$ cat src/rtl/riscv_dram_arbiter.sv
// riscv_dram_arbiter: shares one DRAM port between the I-side (fetch/refill)
// and D-side (load/store/refill) requesters. Round-robin on ties, one
// transaction at a time, registered outputs, and a watchdog that turns a
// missing mem_ready into a completed transaction plus a sticky error flag.
module riscv_dram_arbiter #(
    parameter int ADDR_W  = 64,
    parameter int DATA_W  = 128,
    parameter int TIMEOUT = 16
) (
    input  logic              clk,
    input  logic              rst_n,
    // I-side requester (read only)
    input  logic              ic_req,
    input  logic [ADDR_W-1:0] ic_addr,
    output logic [DATA_W-1:0] ic_rdata,
    output logic              ic_done,
    // D-side requester (read or write)
    input  logic              dc_req,
    input  logic              dc_we,
    input  logic [ADDR_W-1:0] dc_addr,
    input  logic [DATA_W-1:0] dc_wdata,
    output logic [DATA_W-1:0] dc_rdata,
    output logic              dc_done,
    // DRAM port
    output logic              mem_rden,
    output logic              mem_wren,
    output logic [ADDR_W-1:0] mem_addr,
    output logic [DATA_W-1:0] mem_wdata,
    input  logic [DATA_W-1:0] mem_rdata,
    input  logic              mem_ready,
    // Sticky watchdog flag
    output logic              timeout_err
);

    // TIMEOUT >= 8, so this width always holds TIMEOUT-1.
    localparam int CNT_W = $clog2(TIMEOUT);
    localparam logic [CNT_W-1:0] WAIT_LAST = CNT_W'(TIMEOUT - 1);

    typedef enum logic [1:0] {
        S_IDLE    = 2'd0,
        S_BUSY_IC = 2'd1,
        S_BUSY_DC = 2'd2,
        S_RESP    = 2'd3
    } state_e;

    // last_grant encoding: 0 = I-side, 1 = D-side
    localparam logic GRANT_IC = 1'b0;
    localparam logic GRANT_DC = 1'b1;

    state_e            state_q, state_d;
    logic [CNT_W-1:0]  wait_cnt_q, wait_cnt_d;
    logic              last_grant_q, last_grant_d;
    logic              mem_rden_q, mem_rden_d;
    logic              mem_wren_q, mem_wren_d;
    logic [ADDR_W-1:0] mem_addr_q, mem_addr_d;
    logic [DATA_W-1:0] mem_wdata_q, mem_wdata_d;
    logic [DATA_W-1:0] ic_rdata_q, ic_rdata_d;
    logic [DATA_W-1:0] dc_rdata_q, dc_rdata_d;
    logic              ic_done_q, ic_done_d;
    logic              dc_done_q, dc_done_d;
    logic              timeout_err_q, timeout_err_d;

    logic grant_ic;
    logic grant_dc;
    logic timed_out;
    logic txn_end;

    // On a tie the side that did not win last time is served, so D wins the
    // first tie after reset (last_grant resets to I-side).
    assign grant_dc  = dc_req && (!ic_req || (last_grant_q == GRANT_IC));
    assign grant_ic  = ic_req && (!dc_req || (last_grant_q == GRANT_DC));
    // mem_ready wins if it arrives on the very cycle the watchdog expires.
    assign timed_out = !mem_ready && (wait_cnt_q == WAIT_LAST);
    assign txn_end   = mem_ready || timed_out;

    // State register.
    always_ff @(posedge clk) begin
        // NOTE: sequential state uses non-blocking assignments so every
        // register samples the pre-edge value of every other register.
        if (!rst_n) begin
            state_q <= S_IDLE;
        end else begin
            state_q <= state_d;
        end
    end

    // Next-state logic: IDLE -> BUSY_x -> RESP -> IDLE.
    always_comb begin
        // NOTE: default assignment first so no path leaves state_d unassigned
        // (an unassigned path in always_comb infers a latch).
        state_d = state_q;
        unique case (state_q)
            S_IDLE: begin
                if (grant_dc) begin
                    state_d = S_BUSY_DC;
                end else if (grant_ic) begin
                    state_d = S_BUSY_IC;
                end
            end
            S_BUSY_IC,
            S_BUSY_DC: begin
                if (txn_end) begin
                    state_d = S_RESP;
                end
            end
            S_RESP: begin
                state_d = S_IDLE;
            end
            default: begin
                state_d = S_IDLE;
            end
        endcase
    end

    // Output/datapath next values: latch request on grant, count the wait,
    // capture read data and pulse done when the beat completes or times out.
    always_comb begin
        wait_cnt_d    = wait_cnt_q;
        last_grant_d  = last_grant_q;
        mem_rden_d    = mem_rden_q;
        mem_wren_d    = mem_wren_q;
        mem_addr_d    = mem_addr_q;
        mem_wdata_d   = mem_wdata_q;
        ic_rdata_d    = ic_rdata_q;
        dc_rdata_d    = dc_rdata_q;
        ic_done_d     = 1'b0;
        dc_done_d     = 1'b0;
        timeout_err_d = timeout_err_q;

        unique case (state_q)
            S_IDLE: begin
                if (grant_dc) begin
                    mem_addr_d   = dc_addr;
                    mem_wdata_d  = dc_wdata;
                    mem_wren_d   = dc_we;
                    mem_rden_d   = !dc_we;
                    last_grant_d = GRANT_DC;
                    wait_cnt_d   = '0;
                end else if (grant_ic) begin
                    mem_addr_d   = ic_addr;
                    mem_wren_d   = 1'b0;
                    mem_rden_d   = 1'b1;
                    last_grant_d = GRANT_IC;
                    wait_cnt_d   = '0;
                end
            end
            S_BUSY_IC: begin
                wait_cnt_d = wait_cnt_q + CNT_W'(1);
                if (txn_end) begin
                    mem_rden_d = 1'b0;
                    mem_wren_d = 1'b0;
                    ic_done_d  = 1'b1;
                    ic_rdata_d = timed_out ? '0 : mem_rdata;
                    if (timed_out) begin
                        timeout_err_d = 1'b1;
                    end
                end
            end
            S_BUSY_DC: begin
                wait_cnt_d = wait_cnt_q + CNT_W'(1);
                if (txn_end) begin
                    mem_rden_d = 1'b0;
                    mem_wren_d = 1'b0;
                    dc_done_d  = 1'b1;
                    // Writes leave the D-side read data untouched.
                    if (!mem_wren_q) begin
                        dc_rdata_d = timed_out ? '0 : mem_rdata;
                    end
                    if (timed_out) begin
                        timeout_err_d = 1'b1;
                    end
                end
            end
            default: begin
                // RESP: done stays visible this cycle and clears on exit.
            end
        endcase
    end

    // Datapath/output registers; all cleared by reset, even mid-transaction.
    always_ff @(posedge clk) begin
        if (!rst_n) begin
            wait_cnt_q    <= '0;
            last_grant_q  <= GRANT_IC;
            mem_rden_q    <= 1'b0;
            mem_wren_q    <= 1'b0;
            mem_addr_q    <= '0;
            mem_wdata_q   <= '0;
            ic_rdata_q    <= '0;
            dc_rdata_q    <= '0;
            ic_done_q     <= 1'b0;
            dc_done_q     <= 1'b0;
            timeout_err_q <= 1'b0;
        end else begin
            wait_cnt_q    <= wait_cnt_d;
            last_grant_q  <= last_grant_d;
            mem_rden_q    <= mem_rden_d;
            mem_wren_q    <= mem_wren_d;
            mem_addr_q    <= mem_addr_d;
            mem_wdata_q   <= mem_wdata_d;
            ic_rdata_q    <= ic_rdata_d;
            dc_rdata_q    <= dc_rdata_d;
            ic_done_q     <= ic_done_d;
            dc_done_q     <= dc_done_d;
            timeout_err_q <= timeout_err_d;
        end
    end

    assign mem_rden    = mem_rden_q;
    assign mem_wren    = mem_wren_q;
    assign mem_addr    = mem_addr_q;
    assign mem_wdata   = mem_wdata_q;
    assign ic_rdata    = ic_rdata_q;
    assign dc_rdata    = dc_rdata_q;
    assign ic_done     = ic_done_q;
    assign dc_done     = dc_done_q;
    assign timeout_err = timeout_err_q;

endmodule

$ cat config.mk
export PLATFORM = sky130hd
export DESIGN_NAME = riscv_dram_arbiter
export DESIGN_NICKNAME = d
export VERILOG_FILES = /design/src/rtl/riscv_dram_arbiter.sv
export SDC_FILE = /design/constraint.sdc
export NUM_CORES = 1
export LEC_CHECK = 0
export ABC_AREA = 1
export CAP_MARGIN = 20
export CORE_AREA = 2 2 323 325
export CTS_CLUSTER_SIZE = 8
export DETAILED_ROUTE_END_ITERATION = 16
export DIE_AREA = 0 0 325 327
export GPL_ROUTABILITY_DRIVEN = 1
export HOLD_SLACK_MARGIN = 0.06
export PLACE_DENSITY = 0.39
export SETUP_SLACK_MARGIN = 0.02
export SLEW_MARGIN = 30
export SYNTH_ARGS = -nofsm -noshare
export SYNTH_HDL_FRONTEND = slang
export SYNTH_SLANG_ARGS = --single-unit
$ cat constraint.sdc
create_clock -name clk -period 1.35 [get_ports clk]
set_input_delay 0.27 -clock clk [delete_from_list [all_inputs] [get_ports clk]]
set_output_delay 0.27 -clock clk [all_outputs]
set_load 0.01 [all_outputs]
==> impl_metrics.json <==
{
  "vias": 19700,
  "post_drt_wl_per_cell_um": 21.13,
  "fillers": 11010,
  "layout_setup_ws_ns": -0.1812,
  "synth_cells": 2296,
  "synth-edff-count": 0,
  "cp_slowest_stage_delay_ns": 0.35,
  "crit_fanout": 47,
  "synthTopCellsByCount": "nand2_1, dfxtp_1, a21oi_1, nand3_1, nor2_1",
  "die_y_um": 327,
  "ir_drop_mv": 0.7867,
  "synth.most_common_cell": "nand2_1",
  "path_delay_family": "buffers and inverters",
  "vias_per_cell": 4.276,
  "cp.depth": 7,
  "rsz0062_at_grt": "yes",
  "clockRootBuffer": "clkbuf_16",
  "status": "complete, but fails checks",
  "timing.fmax_mhz": 653.1,
  "multi_input_area_mm2": 0.008204,
  "drt-total-wl_um": 97340,
  "drt-initial-drc-count": 1020,
  "avgSynthCellArea_um2": 7.645,
  "synth-seq-cells": 460,
  "power_leakage_uw": 0.01298,
  "synth_top_area_share_pct": 52.47,
  "critical_path_class": "reg2reg",
  "synth.cell_area_mm2": 0.01755,
  "power.total_uw": 58720,
  "cp_num_buf_inv": 3,
  "crit_end": "mem_addr[10]",
  "cap_violations": 0,
  "antenna_found_initial": 16,
  "start_util_pct": 17.06,
  "required_ns": 1.86,
  "finalHoldViolations": 0,
  "area_delta_synth_final_pct": 91.02,
  "fin_hold_ws_ns": 0.1658,
  "p_per_area_mw_per_mm2": 1751,
  "seq_area_mm2": 0.009796,
  "yosysSeqAreaShare_pct": 52.47,
  "hold_path.class": "in2reg",
  "drive_gt1_share_pct": 42.97,
  "grt_pass1_wl_um": 136500,
  "period_minus_slack_ns": 1.531,
  "grt_max_degree": 99,
  "violations": "setup timing",
  "crit_start": "state_q[1]",
  "rr_startpoint": "state_q[1]",
  "period_share_pct": 113.4,
  "crit_top_cell": "nor2_1",
  "clk_pin_slew_ns": 0.05,
  "grt.total_usage_pct": 17.06,
  "row_count": 118,
  "worst_pin_slew_ns": 0.3979,
  "ff2ff_setup_slack_ns": -0.18,
  "drtAntennaViolNets": 0,
  "regToRegEndpoint": "mem_addr[10]",
  "htree_levels": 3,
  "first_pass_iters": 6,
  "grt_pass1_vias": 19730,
  "clock_sinks": 460,
  "place_congestion": 0.8403,
  "async_flop_share_pct": 0,
  "cts_tree": "yes",
  "setup_tns_ns": -42.23,
  "cts_made_buffers": 68,
  "setup_viol": 496,
  "ys.flop_type": "dfxtp_1",
  "endpoint_kind": "flip-flop",
  "timing.slew.headroom_pct": 73.48,
  "maxSlewViolCount": 0,
  "remaining_drc_errors": 0,
  "die_width_um": 325,
  "slowest_stage": "dfxtp_4",
  "core_area_mm2": 0.1029,
  "crit_chain": "inv_4 > ha_4 > o21ai_4 > buf_4 > buf_12 > nor2_1 > nor2_1",
  "synth.distinct_cells": 21,
  "synth_top_area_cell": "dfxtp_1",
  "cp.arrival_ns": 2.04,
  "ioPinCount": 843,
  "dp_hpwl_um": 68770,
  "dieArea_mm2": 0.1063,
  "synthesis.nets": 2690,
  "clockBufferDepth": 3,
  "grt-ovfl-total": 0,
  "fin_worst_skew_ns": 0.01868,
  "reg2reg_depth": 7,
  "clkLatencyLatePin_ns": 0.62,
  "post-route-util_pct": 32.58,
  "startpoint_type": "flip-flop",
  "synth_top_cells_by_area": "dfxtp_1, nand2_1, a21oi_1",
  "synth_warnings": 0,
  "io_buffers": 842,
  "place_ws_ns": -0.5442,
  "fin_nets": 3595
}
-- cells in the final DEF (no fill, tap or decap), types with 5 or more instances in the layout --
cell type / count
o21ai_0: 54
nand2_1: 524
buf_4: 109
buf_6: 472
inv_1: 5
dfxtp_1: 5
clkbuf_16: 85
nor2_1: 140
diode_2: 12
nand2_2: 31
a21oi_2: 80
nand4_1: 130
a21oi_1: 310
nand2_4: 47
o21ai_1: 11
clkdlybuf4s50_1: 387
buf_12: 60
dfxtp_4: 7
buf_16: 6
dfxtp_2: 448
clkbuf_1: 6
nand3_1: 259
-- worst register-to-register path: stages, from the launching register on --
cell	delay [ns]
dfxtp_4	0.35
inv_4	0.08
ha_4	0.28
o21ai_4	0.10
buf_4	0.16
buf_12	0.18
nor2_1	0.22
nor2_1	0.06
-- power breakdown --
group | switching [uW] | internal (uW) | total, uW
registers | 1840 | 16500 | 18400
clock network | 6620 | 9690 | 16300
logic | 12300 | 11700 | 24000
-- what timing repair did --
item / CTS / global route
buffers inserted: 21 / 10
setup endpoints to repair: 912 / 912
resized for setup: 2947 / 249
hold buffers: 0 / 0
pin swaps: 4 / 25
cloned: 3 / 16
-- state kept, by name (all words and copies together), names as in the netlist --
name          flops
mem_wren          1
ic_done           1
dc_done           1
mem_wdata       128
mem_addr         64
last_grant_q      1
wait_cnt_q        4
timeout_err       1
dc_rdata        128
mem_rden          1
ic_rdata        128
state_q           2
-- worst min-delay path by stage --
stage | from | end | cells after the start
2_1_floorplan | dc_wdata[0] | mem_wdata[0] | 2
3_3_place_gp | dc_rdata[3] | dc_rdata[3] | 2
3_5_place_dp | dc_rdata[74] | dc_rdata[74] | 2
4_1_cts | mem_ready | timeout_err | 5
5_1_grt | rst_n | wait_cnt_q[0] | 4
6_report | rst_n | wait_cnt_q[0] | 4
-- routing by layer --
layer	share of wire, %	track usage [%]
met4	3.2	7.377
met3	5.8	4.390
met2	50	29.40
met5	0.061	0
met1	41	19.98
-- cell families after synthesis --
family / Yosys count / share of synthesized area (%)
compound gates: 457 / 13.06
flops: 460 / 52.47
simple gates: 1142 / 28.19
buf+inv: 233 / 6.002
fa+ha+maj: 4 / 0.2852
-- per-stage QoR --
| step | area, um2 | instances |
|---|---|---|
| 2_1_floorplan | 17620 | 2296 |
| 3_3_place_gp | 28790 | 4465 |
| 3_5_place_dp | 28790 | 4465 |
| 4_1_cts | 32210 | 4572 |
| 5_1_grt | 33530 | 4606 |
| 6_report | 33530 | 4606 |
-- final cells by class --
type	instances	share of cell area [%]
diodes	12	0.08957
clock buffers	79	5.482
clock inverters	4	0.2239
inverters	12	0.2090
multi-input cells	1604	24.47
flip-flops and latches	460	29.22
well taps	1380	5.150
repair buffers	1055	35.16
(Power assumes the default switching activity.)
